<file path="src/rtl/output_display_if.sv">
// Controller-facing bundle of the output display: load strobe, W-bus value,
// registered output value, conversion status and multiplexed 7-segment drive.
interface output_display_if;
  logic       Lo;
  logic [7:0] wbus;
  logic [7:0] out_reg;
  logic       busy;
  logic [6:0] seg;
  logic [3:0] an;

  modport master (output Lo, wbus, input out_reg, busy, seg, an);
  modport slave  (input Lo, wbus, output out_reg, busy, seg, an);
endinterface

</file>
<file path="src/rtl/output_display.sv">
// Output register with serial double-dabble binary-to-BCD conversion and a
// multiplexed, leading-zero-blanked 3-digit active-low 7-segment display.
module output_display #(
  parameter int unsigned SCAN_DIV = 1024
) (
  input logic             clk,
  input logic             reset,
  output_display_if.slave bus
);

  localparam int unsigned PW = $clog2(SCAN_DIV);

  typedef enum logic {IDLE, CONV} state_t;

  state_t        state_q, state_d;
  logic [7:0]    out_q, out_d;
  logic [7:0]    bin_q, bin_d;
  logic [9:0]    bcd_q, bcd_d;
  logic [2:0]    cnt_q, cnt_d;
  logic [1:0]    hund_q, hund_d;
  logic [3:0]    tens_q, tens_d;
  logic [3:0]    ones_q, ones_d;
  logic [PW-1:0] pre_q, pre_d;
  logic [1:0]    idx_q, idx_d;
  logic [6:0]    seg_q, seg_d;
  logic [3:0]    an_q, an_d;

  logic [3:0]    tens_adj, ones_adj;
  logic [17:0]   shifted;
  logic          wrap;

  function automatic logic [6:0] pat(input logic [3:0] d);
    case (d)
      4'd0:    pat = 7'b1000000;
      4'd1:    pat = 7'b1111001;
      4'd2:    pat = 7'b0100100;
      4'd3:    pat = 7'b0110000;
      4'd4:    pat = 7'b0011001;
      4'd5:    pat = 7'b0010010;
      4'd6:    pat = 7'b0000010;
      4'd7:    pat = 7'b1111000;
      4'd8:    pat = 7'b0000000;
      4'd9:    pat = 7'b0010000;
      default: pat = 7'b1111111;
    endcase
  endfunction

  // Hundreds never exceeds 1 before a shift, so its upper bit can be dropped.
  always_comb begin
    ones_adj = (bcd_q[3:0] >= 4'd5) ? bcd_q[3:0] + 4'd3 : bcd_q[3:0];
    tens_adj = (bcd_q[7:4] >= 4'd5) ? bcd_q[7:4] + 4'd3 : bcd_q[7:4];
    shifted  = {bcd_q[8], tens_adj, ones_adj, bin_q, 1'b0};
  end

  always_comb begin
    state_d = state_q;
    out_d   = out_q;
    bin_d   = bin_q;
    bcd_d   = bcd_q;
    cnt_d   = cnt_q;
    hund_d  = hund_q;
    tens_d  = tens_q;
    ones_d  = ones_q;
    if (bus.Lo) begin
      out_d   = bus.wbus;
      bin_d   = bus.wbus;
      bcd_d   = '0;
      cnt_d   = '0;
      state_d = CONV;
    end else if (state_q == CONV) begin
      bcd_d = shifted[17:8];
      bin_d = shifted[7:0];
      cnt_d = cnt_q + 3'd1;
      if (cnt_q == 3'd7) begin
        state_d = IDLE;
        hund_d  = shifted[17:16];
        tens_d  = shifted[15:12];
        ones_d  = shifted[11:8];
      end
    end
  end

  // seg/an are computed from next-state index and digits so the registered
  // drive matches the current slot and any commit on the same edge.
  always_comb begin
    wrap  = (pre_q == PW'(SCAN_DIV - 1));
    pre_d = wrap ? '0 : pre_q + 1'b1;
    idx_d = wrap ? idx_q + 2'd1 : idx_q;
    an_d  = '1;
    seg_d = '1;
    case (idx_d)
      2'd0: begin
        an_d  = 4'b1110;
        seg_d = pat(ones_d);
      end
      2'd1: begin
        an_d  = 4'b1101;
        seg_d = (hund_d == 2'd0 && tens_d == 4'd0) ? 7'b1111111 : pat(tens_d);
      end
      2'd2: begin
        an_d  = 4'b1011;
        seg_d = (hund_d == 2'd0) ? 7'b1111111 : pat({2'b00, hund_d});
      end
      default: begin
        an_d  = 4'b0111;
        seg_d = 7'b1111111;
      end
    endcase
  end

  always_ff @(posedge clk or negedge reset) begin
    if (!reset) begin
      state_q <= IDLE;
      out_q   <= '0;
      bin_q   <= '0;
      bcd_q   <= '0;
      cnt_q   <= '0;
      hund_q  <= '0;
      tens_q  <= '0;
      ones_q  <= '0;
      pre_q   <= '0;
      idx_q   <= '0;
      an_q    <= 4'b1110;
      seg_q   <= 7'b1000000;
    end else begin
      state_q <= state_d;
      out_q   <= out_d;
      bin_q   <= bin_d;
      bcd_q   <= bcd_d;
      cnt_q   <= cnt_d;
      hund_q  <= hund_d;
      tens_q  <= tens_d;
      ones_q  <= ones_d;
      pre_q   <= pre_d;
      idx_q   <= idx_d;
      an_q    <= an_d;
      seg_q   <= seg_d;
    end
  end

  assign bus.out_reg = out_q;
  assign bus.busy    = (state_q == CONV);
  assign bus.seg     = seg_q;
  assign bus.an      = an_q;

endmodule

</file>
<file path="src/flat_wrapper.sv">
// flat-port wrapper written by rule: the top's interface ports become plain ports
module output_display_flat 
#(
  parameter int unsigned SCAN_DIV = 1024
)
  (clk, reset, bus_Lo, bus_wbus, bus_out_reg, bus_busy, bus_seg, bus_an);
  output_display_if bus_i ();
  input logic clk;
  input logic reset;
  input wire logic [$bits(bus_i.Lo)-1:0] bus_Lo;
  input wire logic [$bits(bus_i.wbus)-1:0] bus_wbus;
  output wire logic [$bits(bus_i.out_reg)-1:0] bus_out_reg;
  output wire logic [$bits(bus_i.busy)-1:0] bus_busy;
  output wire logic [$bits(bus_i.seg)-1:0] bus_seg;
  output wire logic [$bits(bus_i.an)-1:0] bus_an;
  assign bus_i.Lo = bus_Lo;
  assign bus_i.wbus = bus_wbus;
  assign bus_out_reg = bus_i.out_reg;
  assign bus_busy = bus_i.busy;
  assign bus_seg = bus_i.seg;
  assign bus_an = bus_i.an;
  output_display #(.SCAN_DIV(SCAN_DIV)) u_core (.clk(clk), .reset(reset), .bus(bus_i));
endmodule
</file>
<file path="config.mk">
export PLATFORM = sky130hd
export DESIGN_NAME = output_display_flat
export DESIGN_NICKNAME = d
export VERILOG_FILES = /design/src/rtl/output_display_if.sv /design/src/rtl/output_display.sv /design/src/flat_wrapper.sv
export SDC_FILE = /design/constraint.sdc
export NUM_CORES = 1
export LEC_CHECK = 0
export BUFFER_PORTS_ARGS = -buffer_cell sky130_fd_sc_hd__buf_2
export CORE_MARGIN = 2
export CORE_UTILIZATION = 41
export CTS_CLUSTER_DIAMETER = 150
export CTS_CLUSTER_SIZE = 25
export DETAILED_ROUTE_END_ITERATION = 8
export GPL_TIMING_DRIVEN = 0
export PLACE_DENSITY = 0.62
export SETUP_SLACK_MARGIN = 0.4
export SKIP_CTS_REPAIR_TIMING = 1
export SYNTH_ARGS = -nofsm -noshare
export SYNTH_HDL_FRONTEND = slang
export SYNTH_SLANG_ARGS = --single-unit
</file>
<file path="constraint.sdc">
create_clock -name clk -period 8.15 [get_ports clk]
set_clock_uncertainty 0.15 [all_clocks]
set_input_delay 0.815 -clock clk [delete_from_list [all_inputs] [get_ports clk]]
set_output_delay 0.815 -clock clk [all_outputs]
set_load 0.005 [all_outputs]
</file>
==> summary.txt <==
Status -> finished, final reports clean
Biggest regs -> u_core.pre_q (10), u_core.bcd_q (9)
Core area -> 8180 sq um
Clk_lat worst skew -> 0.34 ns
First-pass GRT wire length -> 11800 um
Yosys top cell area share -> 42.4%
Critical R2R Capture -> u_core.bus.seg[5]
Nets@finish -> 425
Hold WS -> 0.331 ns
Area of the multi-input gates -> 1690 sq um
Flops & latches, synth -> 62
Worst path bufs/invs -> 2
Min-delay worst type -> reg -> reg
Worst path arrival time -> 3.27 ns
Final WL -> 6940 um
Post-Syn Instances -> 357
Count of cell types in the netlist -> 60
CTS H-Tree Depth -> 3
Drt initial violations -> 143
Hold Crit Depth -> 1
Largest family of logic cells by synthesized area -> simple AND/OR/NAND/NOR gates
Power per cell area -> 191 nW/um^2
Global Route Usage Sum -> 16.7%
Number of cells after detailed placement -> 492
Core Util, Final -> 48.1%
Final worst-path cycle share -> 38.7%
Worst Hold Endpoint -> u_core.pre_q[8]
Area growth syn-to-layout -> 14.8%
Rel. slew slack -> 48.2%
DRC viols -> 0
Dpl ws -> 4.82 ns
Mapped Area -> 3430 sq um
Hold_sp -> u_core.pre_q[8]
Critical path's largest stage delay -> 0.48 ns
CTS max path bufs -> 2
Post-synth ARST share -> 100%
Die X -> 95.4 um
Leakage -> 1.91 nW
Commonest cells after routing, fill and taps aside -> dfrtp_1, nand2_1, buf_2
Routed Antenna Nets -> 0
Critical path's top delay family -> simple AND/OR/NAND/NOR gates
RSZ-0062 raised after global routing -> no
Simple-gate area share of the yosys netlist -> 19.0%
Number of failing hold endpoints at the final stage -> 0
Vias per cell -> 5.15
Sink Count -> 62
Clock root cell -> clkbuf_8
Final Wtd Congestion -> 0.846
Most flops, register -> u_core.pre_q
Post-synthesis mux area share -> 5.08%
Row count -> 33
Critical path class -> reg -> reg
Top post-synthesis cells by area -> dfrtp_1, ha_1, nand2_1, o21ai_0, mux2i_1
# IOs -> 31
Final-report max-slew violation count -> 0
DRT Pass-1 Iters -> 4
Post-Route Setup TNS -> 0 ns
Initial Util -> 41.9%
Top FF cell, synth -> dfrtp_1
Post-synthesis compound-gate area fraction -> 15.9%
Worst path required time -> 8.27 ns
Reg area -> 1560 sq um
Crit path max fanout -> 5
Post-Synth Adder-Cell Area -> 5.84%
Post-synth EDFFs -> 0
Post-DP HPWL -> 4920 um
Maximum vdd ir drop -> 95.1 uV
Largest net degree at the start of global routing -> 63
Clock slew seen by the registers of the worst setup and hold paths -> 0.07 ns
Largest register FFs -> 10
Commonest non-fill, non-tap cell in the layout -> dfrtp_1
Gr ovfl total -> 0
Tmin final -> 3.16 ns
Total CTS buffers -> 9
CP endpoint kind -> register
Critical path origin -> u_core.bcd_q[0]
CP cell instances -> inv_1 > ha_1 > nor2b_1 > nor3_1 > a21oi_1 > o21a_1 > ha_1 > inv_1 > or4_4 > o41ai_2 > and2_4 > nor3_1 > nor3_2
Ys Warns -> 0
Seq/Total Area, Yosys -> 45.4%
Cell area after layout -> 3930 sq um
Share of layout cells above drive strength 1 -> 18.6%
R2R setup slack -> 4.99 ns
Non-filler instance count after layout -> 508
DP Area -> 3710 sq um
Crit start category -> register
Worst Max-Slew Pin Slew -> 0.778 ns
Tot Pwr -> 752 uW
Vias -> 2618
Vias in the first global route -> 2495
Die height -> 95.4 um
Worst setup margin -> 4.99 ns
Final setup violation count -> 0
I/O Buffers -> 30
Critical-path top delay cell -> or4_4
Diodes inserted -> 0
Fill count -> 768
R2R Path Start -> u_core.bcd_q[0]
Max-cap viol count -> 0
Upper clock frequency limit -> 317 MHz
Synth Net Count -> 384
Avg Inst Size Synth -> 9.60 sq um
Initial antenna violation count -> 0
DR WL/cell -> 13.7 um
Synth area leader -> dfrtp_1
Worst reg2reg path depth -> 13
CTS tree -> done
DIE AREA -> 9100 sq um
XOR/XNOR share of the synthesized area -> 3.62%
logic make-up after synthesis:
logic type | Yosys count
adder cells (fa/ha/maj) | 16
AND/OR/NAND/NOR | 128
flip-flops | 62
XOR/XNOR | 12
AO/OA/AOI/OAI | 83
multiplexers | 17
buffers and inverters | 39
worst reg2reg max path, cell delays in order (launching register included):
cell and delay, ns:
dfrtp_1 0.43, inv_1 0.11, ha_1 0.23, nor2b_1 0.20, nor3_1 0.07, a21oi_1 0.35, o21a_1 0.26, ha_1 0.18
inv_1 0.07, or4_4 0.48, o41ai_2 0.09, and2_4 0.25, nor3_1 0.05, nor3_2 0.17
power breakdown:
group          switching [mW]  internal (mW)  total, mW
clock network           0.124          0.179      0.303
logic                  0.0616         0.0448      0.106
registers              0.0132          0.329      0.342
total                   0.199          0.553      0.752
metal layers:
metal  part of all wire (%)  wire [um]  global-route usage (%)
met1                     49       3420                    23.2
met2                     46       3210                    25.4
met3                    3.0        207                    3.79
met4                    1.5        102                    6.55
met5                      0          0                       0
how the worst max path moves through the flow:
stage | slack [ns] | depth (start not counted) | endpoint
after CTS | 4.99 | 13 | u_core.bus.seg[5]
after detailed placement | 4.82 | 13 | u_core.bus.seg[5]
after global placement | 4.84 | 13 | u_core.bus.seg[5]
after floorplan | 5.26 | 12 | u_core.bus.seg[5]
final | 4.99 | 13 | u_core.bus.seg[5]
after global routing | 4.76 | 13 | u_core.bus.seg[5]
Yosys cell counts (all sizes together), types with 2 or more instances:
cell type / number
nand4: 3
o21a: 3
a31oi: 3
nand2: 41
a22oi: 2
o21ai: 34
nand3b: 3
o21bai: 2
mux2: 3
ha: 16
and4: 2
a211oi: 6
nor3: 11
xnor2: 9
o41ai: 2
dfrtp: 58
a22o: 2
xor2: 3
mux2i: 14
and2b: 2
nand3: 12
or3: 3
nor2: 31
nand2b: 5
and3: 2
o31ai: 3
a2bb2oi: 2
dfstp: 4
inv: 24
clkbuf: 9
and2: 3
nor3b: 3
nor2b: 4
buf: 6
a21oi: 16
layout make-up:
class	instances	share of cell area, %
clock buffers	10	3.50
well taps	105	3.34
inverters	24	2.29
flip-flops and latches	62	39.6
plain buffers	15	2.16
multi-input cells	256	43.1
repair buffers	30	3.88
clock inverters	6	2.16
Power figures use the tool's default switching activity.
